$ cat src/rtl/lcd_clk_divider.sv
// Multi-channel programmable clock-enable generator with per-channel phase,
// glitch-free runtime divide reprogramming and a post-reset lock sequence.
module lcd_clk_divider #(
  parameter int CHANNELS    = 4,
  parameter int DIV_W       = 8,
  parameter int DIV_RESET   = 2,
  parameter int LOCK_CYCLES = 16,
  localparam int CH_W       = (CHANNELS > 1) ? $clog2(CHANNELS) : 1,
  localparam int LK_W       = $clog2(LOCK_CYCLES) + 1
) (
  input  logic                i_refclk,
  input  logic                i_reset,
  input  logic                i_cfg_valid,
  output logic                o_cfg_ready,
  input  logic [CH_W-1:0]     i_cfg_ch,
  input  logic [DIV_W-1:0]    i_cfg_div,
  input  logic [DIV_W-1:0]    i_cfg_phase,
  input  logic                i_cfg_sync,
  output logic                o_locked,
  output logic [CHANNELS-1:0] o_clk_en_out,
  output logic [CHANNELS-1:0] o_clk_sq_out
);

  logic [LK_W-1:0]     r_lock_cnt;
  logic                r_locked;

  logic                r_pend_valid;
  logic [CH_W-1:0]     r_pend_ch;
  logic [DIV_W-1:0]    r_pend_div;
  logic [DIV_W-1:0]    r_pend_phase;
  logic                r_pend_sync;

  logic [CH_W:0]       w_cfg_ch_ext;
  logic                w_ch_ok;
  logic                w_accept;
  logic [CHANNELS-1:0] w_apply_ch;
  logic                w_apply;
  logic                w_sync_apply;

  // Lock sequence: counter stops once locked, locked holds until reset.
  always_ff @(posedge i_refclk or posedge i_reset) begin
    if (i_reset) begin
      r_lock_cnt <= '0;
      r_locked   <= 1'b0;
    end else if (!r_locked) begin
      r_lock_cnt <= r_lock_cnt + LK_W'(1);
      if (r_lock_cnt == LK_W'(LOCK_CYCLES - 1)) begin
        r_locked <= 1'b1;
      end
    end
  end

  assign o_locked = r_locked;

  // Writes to a nonexistent channel complete the handshake but are dropped.
  assign w_cfg_ch_ext = {1'b0, i_cfg_ch};
  assign w_ch_ok      = (w_cfg_ch_ext < (CH_W + 1)'(CHANNELS));
  assign o_cfg_ready  = !r_pend_valid;
  assign w_accept     = i_cfg_valid && o_cfg_ready && w_ch_ok;
  assign w_apply      = |w_apply_ch;
  assign w_sync_apply = w_apply && r_pend_sync;

  always_ff @(posedge i_refclk or posedge i_reset) begin
    if (i_reset) begin
      r_pend_valid <= 1'b0;
      r_pend_ch    <= '0;
      r_pend_div   <= '0;
      r_pend_phase <= '0;
      r_pend_sync  <= 1'b0;
    end else if (w_apply) begin
      r_pend_valid <= 1'b0;
    end else if (w_accept) begin
      r_pend_valid <= 1'b1;
      r_pend_ch    <= i_cfg_ch;
      r_pend_div   <= i_cfg_div;
      r_pend_phase <= i_cfg_phase;
      r_pend_sync  <= i_cfg_sync;
    end
  end

  genvar gi;
  generate
    for (gi = 0; gi < CHANNELS; gi++) begin : g_ch
      logic [DIV_W-1:0] r_div;
      logic [DIV_W-1:0] r_phase;
      logic [DIV_W-1:0] r_cnt;
      logic [DIV_W-1:0] w_cnt_next;
      logic [DIV_W-1:0] w_last;
      logic [DIV_W-1:0] w_ph;
      logic             w_div_one;
      logic             w_div_multi;
      logic             w_at_last;

      assign w_last      = r_div - DIV_W'(1);
      assign w_ph        = (r_phase > w_last) ? w_last : r_phase;
      assign w_div_one   = (r_div == DIV_W'(1));
      assign w_div_multi = (r_div >= DIV_W'(2));
      assign w_at_last   = w_div_multi && (r_cnt == w_last);

      // Switching only at a period boundary (or when idle/unlocked) avoids runt periods.
      assign w_apply_ch[gi] = r_pend_valid && (r_pend_ch == CH_W'(gi)) &&
                              (!r_locked || !w_div_multi || w_at_last);

      always_comb begin
        w_cnt_next = r_cnt + DIV_W'(1);
        if (!r_locked || !w_div_multi || w_at_last || w_apply_ch[gi] || w_sync_apply) begin
          w_cnt_next = '0;
        end
      end

      always_ff @(posedge i_refclk or posedge i_reset) begin
        if (i_reset) begin
          r_div   <= DIV_W'(DIV_RESET);
          r_phase <= '0;
          r_cnt   <= '0;
        end else begin
          r_cnt <= w_cnt_next;
          if (w_apply_ch[gi]) begin
            r_div   <= r_pend_div;
            r_phase <= r_pend_phase;
          end
        end
      end

      assign o_clk_en_out[gi] = r_locked && (w_div_one || (w_div_multi && (r_cnt == w_ph)));
      assign o_clk_sq_out[gi] = r_locked && (w_div_one || (w_div_multi && (r_cnt < (r_div >> 1))));
    end
  endgenerate

endmodule

$ cat config.mk
export PLATFORM = sky130hd
export DESIGN_NAME = lcd_clk_divider
export DESIGN_NICKNAME = d
export VERILOG_FILES = /design/src/rtl/lcd_clk_divider.sv
export SDC_FILE = /design/constraint.sdc
export NUM_CORES = 1
export LEC_CHECK = 0
export CORE_UTILIZATION = 65
export DETAILED_ROUTE_END_ITERATION = 16
export GPL_ROUTABILITY_DRIVEN = 0
export HOLD_SLACK_MARGIN = 0.02
export PLACE_DENSITY = 0.92
export SKIP_LAST_GASP = 1
export SLEW_MARGIN = 10
export SYNTH_ARGS = -nofsm -noshare
export SYNTH_HDL_FRONTEND = slang
export SYNTH_SLANG_ARGS = --single-unit
$ cat constraint.sdc
create_clock -name i_refclk -period 10.4 [get_ports i_refclk]
set_input_delay 1.04 -clock i_refclk [delete_from_list [all_inputs] [get_ports i_refclk]]
set_output_delay 1.04 -clock i_refclk [all_outputs]
set_load 0.01 [all_outputs]
# == Word level (Yosys, flattened, before mapping) ==
# Cells that the tools add are included.
# word_totals
register_bits,122
word_cells,135
# op_classes
add_sub_neg,9
order_cmp,13
n_eq_ne,16
muxes,12
bitwise_logic,1
reduce_logical,65
# ops
cell,count
equality test 8 bit,8
two-way mux 8 bit,8
adder 8 x 1 -> 8 bit (second input constant),4
equality test 8 x 1 -> 1 bit (second input constant),4
greater-or-equal comparator 8 x 2 -> 1 bit (second input constant),4
> comparator 8 bit,4
less-than comparator 8 x 7 -> 1 bit,4
subtractor 8 x 1 -> 8 bit (second input constant),4
logical AND 1 bit,31
logical OR 1 bit,24
logical NOT 1 bit,6
adder 5 x 1 -> 5 bit (second input constant),1
equality test 5 x 4 -> 1 bit (second input constant),1
equality test 2 bit (second input constant),2
two-way mux 1 bit,4
OR reduction 4 bit,1
less-than comparator 2 x 3 -> 1 bit (second input constant),1
equality test 2 x 1 -> 1 bit (second input constant),1
logical NOT 2 bit,1
AND reduction 2 bit,1
nonzero test 2 bit,1
NOT 1 bit,1

# == Depth between registers and ports, before layout ==
# logic_depth
depth_word,9
mapped_depth,16
ltp_nobuf,13

# == Least setup slack after synthesis ==
# OpenSTA, ideal clock, no wires.
# synth_path
path_type,flip-flop to output port
start,register g_ch[3].r_div[0]
end,output port o_clk_en_out[3]
t_arrival_ps,3169
required_ps,9360
slack_ps,6191
stages_incl_launch_ff,14
cell_sequence,dfrtp_1 -> inv_1 -> ha_1 -> nor3b_1 -> and3_1 -> xnor2_1 -> ha_1 -> nand4_1 -> a21oi_1 -> o21ai_0 -> nand3_1 -> a221oi_1 -> o211ai_1 -> o31ai_1
# synth_between
elab_chain_cells,7
# synth_rtl
element,line,text
from (decl),84,logic [DIV_W-1:0] r_div;
from (signal assigned),113,r_div <= DIV_W'(DIV_RESET);
from (signal assigned),119,r_div <= r_pend_div;
subtractor 8 x 1 -> 8 bit,94,assign w_last = r_div - DIV_W'(1);
> comparator 8 bit,95,assign w_ph = (r_phase > w_last) ? w_last : r_phase;
two-way mux 8 bit,95,
equality test 8 bit,125,assign o_clk_en_out[gi] = r_locked && (w_div_one || (w_div_multi && (r_cnt == w_ph)));
logical AND 1 bit,125,
logical OR 1 bit *,125,
logical AND 1 bit *,125,
to (decl),20,"output logic [CHANNELS-1:0] o_clk_en_out,"
# Mark *: on every way between the ends. The rest lies on a longest branch, timed or not.

# == Worst setup path in the final report ==
# Same ends and word-level chain as after synthesis.

==> impl_metrics.tcl <==
set metrics [dict create \
    yosysTopAreaCellShare_pct 34.8 \
    cts_sinks 122 \
    finalHoldViolations 0 \
    pre_cts_slack_ps 5230 \
    syn-cell-area_sq_um 8470 \
    p_int_w 0.00199 \
    combPwrFrac_pct 54.4 \
    drive_above_1_share_pct 11.4 \
    status "complete, no violations" \
    synth.distinct_cells 75 \
    p_leak_nw 4.21 \
    avgSynthCellArea_sq_um 9.66 \
    start_util_pct 66.9 \
    cts_buffers 17 \
    fin_worst_skew_ps 9.61 \
    postSynthCellCount 877 \
    drc 0 \
    setup_viol 0 \
    clkPwrFrac_pct 16.5 \
    diodes 0 \
    layout_commonest_cell "dfrtp_1" \
    end_kind "output port" \
    cts_tree "built" \
    cp_data_required_time_ps 9360 \
    most-common-layout-cells "dfrtp_1 (118), nand2_1 (88), ha_1 (74), inv_1 (61)" \
    coreArea_sq_um 12700 \
    grt_pass1_wl_microns 35800 \
    path_class "reg -> out" \
    drt-total-wl_microns 22300 \
    synthTopCellsByArea "dfrtp_1 (35%), ha_1 (11%), xnor2_1 (6.1%), mux2_2 (5.1%), nand2_1 (3.9%)" \
    synth_area_leader_cell "dfrtp_1" \
    die_h_microns 116 \
    clk_latency_ps 420 \
    fin_setup_tns_ps 0 \
    crit_family "compound AO/OA/AOI/OAI gates" \
    ys_seq_area_share_pct 36.1 \
    yosys_most_used_dff "dfrtp_1" \
    drt_iter0_drc 711 \
    peakVddDrop_mv 0.196 \
    path_buf_inv 2 \
    clkTransAtPathRegs_ps 60 \
    period_share_pct 54.9 \
    cp.depth 14 \
    firstDrtPassIters 5 \
    ys_ff_latch 122 \
    postCtsHoldBufs 0 \
    cts-resized-gates 0 \
    grt_max_degree 63 \
    power.switching_w 0.00165 \
    grt_overflow 0 \
    yosys_warnings 0 \
    min_period_ps 5710 \
    r2r_slack_ps 6650 \
    path_common_cell "ha_1" \
    cp_data_arrival_time_ps 4670 \
    slew_headroom_pct 35.1 \
    io-pin-count 32 \
    async_flop_share_pct 100 \
    cp_cell_sequence "inv_1 -> ha_1 -> nor3b_1 -> and3_1 -> xnor2_1 -> ha_1 -> nand4_1 -> a21oi_1 -> o21ai_0 -> nand3_1 -> a221oi_1 -> o211ai_1 -> o31ai_1 -> clkdlybuf4s50_1" \
    vias 6894 \
    final_util_pct 74.4 \
    postRouteAntennaNets 0 \
    max_freq_mhz 175 \
    holdWs_ps 466 \
    die_w_microns 116 \
    r2r_start "g_ch[2].r_div[0]" \
    die_area_sq_um 13500 \
    worstMarginPinSlew_ps 960 \
    grt.total_usage_pct 35.3 \
    slew_viol_final 0 \
    critPathCapture "o_clk_en_out[3]" \
    hold_class "reg -> reg" \
    cts_buffer_depth 2 \
    wl_per_cell_microns 20.7 \
    slowest_stage "clkdlybuf4s50_1" \
    antenna_found_initial 0 \
    portBuffers 31 \
    synth_edf_count 0 \
    viasPerCell 6.41 \
    seqPwrFrac_pct 29.1 \
    syn-num-nets 973 \
    maxCapViolCount 0 \
    grt_setup_unrepaired "false" \
    dp_hpwl_microns 14900 \
    grt_pass1_vias 7046 \
    clockRootBuffer "clkbuf_16" \
    rows 41 \
    cp_max_fo 7 \
    r2r_end "g_ch[2].r_phase[2]" \
    fin_nets 988 \
    startpoint "g_ch[3].r_div[0]" \
    layout_setup_ws_ps 4690 \
    cts.htree.levels 4 \
    reg2regPathDepth 9 \
    crit_path_max_incr_delay_ps 590 \
    areaGrowthSynthToFinish_pct 11.3 \
    p_sw_share_pct 45.3 \
    cts_setup_buffers 0 \
    cp-start-kind "register" \
    power_density_nw_per_um2 386 \
]
-- per-layer routing --
layer  global-route usage (%)  routed length, microns  up-vias
met5                        0                       0        -
met4                     22.7                    1270        0
met3                     7.84                    1680      106
met2                     56.7                   10700      370
met1                     43.3                    8720     3327
li1                         -                       -     3091
-- registers in the layout, indices dropped and copies added, names as in the netlist --
register      flops
g_ch.r_div       32
r_pend_div        8
g_ch.r_cnt       32
r_lock_cnt        5
r_pend_sync       1
r_pend_phase      8
r_pend_ch         2
r_pend_valid      1
g_ch.r_phase     32
o_locked          1
-- worst min path at each step --
stage | end | startpoint | slack [ps] | cells past startpoint
after global routing | r_lock_cnt[3] | r_lock_cnt[3] | 500 | 1
after detailed placement | r_lock_cnt[3] | r_lock_cnt[3] | 460 | 1
after floorplan | r_lock_cnt[3] | r_lock_cnt[3] | 440 | 1
after global placement | r_lock_cnt[3] | r_lock_cnt[3] | 450 | 1
after CTS | r_lock_cnt[3] | r_lock_cnt[3] | 470 | 1
final | r_lock_cnt[3] | r_lock_cnt[3] | 470 | 1
-- worst register-to-register path, cell delays in order (launching register included) --
cell and delay, ps:
dfrtp_1 560, inv_1 170, ha_1 340, and2_1 180
o21ai_0 140, o2111a_1 220, o2111ai_1 130, o31ai_2 580
and2_1 870, mux2_2 440
-- per-stage QoR --
| step | total power [W] | cells | area, sq um |
|---|---|---|---|
| 4_1_cts | 0.00358 | 1076 | 9430 |
| 3_5_place_dp | 0.00293 | 1045 | 8840 |
| 2_1_floorplan | 0.00243 | 877 | 8470 |
| 3_3_place_gp | 0.00281 | 1045 | 8840 |
| 6_report | 0.00365 | 1076 | 9430 |
| 5_1_grt | 0.00387 | 1076 | 9430 |
-- kinds of logic after synthesis --
group	Yosys count	synth area share [%]
DFF	122	36.1
AOI/OAI and AO/OA	170	13.9
and+or+nand+nor	265	15.9
xor gates and xnor gates	98	11.9
muxes	47	6.11
adders and majority gates	74	10.9
buffers and inverters	101	5.14
-- power groups by stage --
stage	Clock, W	Combinational [W]	Sequential [W]
after global routing	0.000620	0.00217	0.00108
after floorplan	0	0.00158	0.000849
after detailed placement	0	0.00189	0.00103
after CTS	0.000599	0.00195	0.00104
after global placement	0	0.00179	0.00103
final	0.000600	0.00198	0.00106
-- Yosys cell counts (all sizes together) (3+ instances only) --
cell type and count:
a21o 20, buf 19, ha 74, or4 3, dfstp 4, nand2b 8
o22ai 7, and3 12, a21oi 28, nor2b 16, o41ai 4, nand2 88
nor4b 4, o211ai 11, a211oi 5, or3b 3, or3 5, xor2 28
nor4 5, nand3 30, nand4 12, a221oi 3, xnor2 59, mux2i 9
inv 62, mux2 38, o21ai 60, dfrtp 118, xnor3 11, clkbuf 20
or2 4, o31ai 4, nor3 14, nor3b 4, nor2 52
-- cell type report --
cell class	instances	area, sq um
Fill cell	799	3240
Clock buffer	23	468
Inverter	62	235
Multi-Input combinational cell	654	5000
Sequential cell	122	3060
Clock inverter	8	120
Tap cell	172	215
Timing Repair Buffer	35	340
Note: power is estimated with default switching activity, not from simulation.
==> edit (config.mk and constraints unchanged) <==
Make the reset (`i_reset`) synchronous in 3 clocked blocks.
--- a/src/rtl/lcd_clk_divider.sv
+++ b/src/rtl/lcd_clk_divider.sv
@@ -40,3 +40,3 @@
   // Lock sequence: counter stops once locked, locked holds until reset.
-  always_ff @(posedge i_refclk or posedge i_reset) begin
+  always_ff @(posedge i_refclk) begin
     if (i_reset) begin
@@ -62,3 +62,3 @@
 
-  always_ff @(posedge i_refclk or posedge i_reset) begin
+  always_ff @(posedge i_refclk) begin
     if (i_reset) begin
@@ -110,3 +110,3 @@
 
-      always_ff @(posedge i_refclk or posedge i_reset) begin
+      always_ff @(posedge i_refclk) begin
         if (i_reset) begin
Formal check against the unedited RTL: differs if i_reset is asserted again (counterexample within 4 cycles, from zero or initial values and one cycle with i_reset high); with i_reset held inactive, the same outputs for 10 cycles.
==> edit against the unedited design <==
Area after synthesis shrank 0.93%. Design area shrank 1.3%. Worst setup slack lost 0.038 ns. Sequential share of layout area shrank 6.2 points. Wire length grew 1.5%. Sequential cell count is the same. Non-clock buffer count grew 1. Largest cell class unchanged.
Power is not compared: it rests on default switching activity, and its combinational part moved more than twofold at a synthesized area within 25%.
==> edit: results (changes against the unedited design) <==
outcome:
  outcome: "finished clean"
hold_path:
  holdCritStartpoint: "g_ch[0].r_phase[0]"
  min_path_cells: 2  # +1
  min_to: "g_ch[0].r_phase[0]"
synthesis:
  avgSynthCellArea_um2: 8.394  # -13%
  synth-seq-area-share: 0.2910  # -0.06995
  netlist_top_cells_area: "dfxtp_1, ha_1, xnor2_1, nand2_1, mux2i_1"
  synth_common_cells: "nand2_1, dfxtp_1, ha_1, a21oi_1, xnor2_1"
  synth_cell_type_count: 74  # -1.3%
  synth_adder_area_share: 0.1103  # +0.001026
  synthMuxAreaShare: 0.05903  # -0.002109
  synth_xor_area_frac: 0.1139  # -0.005290
finish:
  area_growth_pct: 10.87
  drive_gt1_frac: 0.06052  # -0.05342
  nonClockInverterCount: 60  # -3.2%
  nClkBuffers: 19  # -17%
  multi_input_area_um2: 5461  # +9.3%
timing:
  fin_worst_skew_ns: 0.01208  # +0.002472 ns
  tightest_slew_ns: 1.080  # +0.1193 ns
critical_path:
  r2r-start: "g_ch[0].r_div[0]"
  crit_start: "g_ch[3].r_div[2]"
  rr_worst_depth: 10  # +1
  worstReg2RegEnd: "g_ch[3].r_cnt[2]"
global_route:
  grt_use_met3: 0.07741  # -0.0009543
  grt_usage: 0.3575  # +0.004580
  grt_pass1_vias: 7474  # +6.1%
  use_met2: 0.5968  # +0.03014
  grt_max_degree: 75  # +19%
route:
  met1_length_um: 8963  # +2.8%
  dr_wl_met2_um: 10700  # +0.41%
-- edit: cell types whose count changed in the layout (fill, tap and decap cells not counted), sizes merged, moves of 9 or more --
cell	delta
a21oi	+41
mux2	-34
dfxtp	+122
nor4	+16
nand2	+38
dfrtp	-118
nand3	+9
nor2b	-9
o21ai	-31
mux2i	+36
-- edit: where the power goes --
part	total (mW)	switching, mW	internal [mW]
clock network	0.615	0.224	0.391
logic	0.110	0.0631	0.0467
registers	0.494	0.0177	0.477
-- edit: critical path, stage by stage, from the launching register on --
cell             delay [ns]
dfxtp_1                0.38
nor4_1                 0.52
nand4_1                0.29
xnor2_1                0.42
ha_1                   0.23
nand4_1                0.17
o21a_1                 0.25
nor2_1                 0.36
a211oi_1               0.14
or4b_2                 0.69
o31ai_1                0.27
clkdlybuf4s50_1        0.57
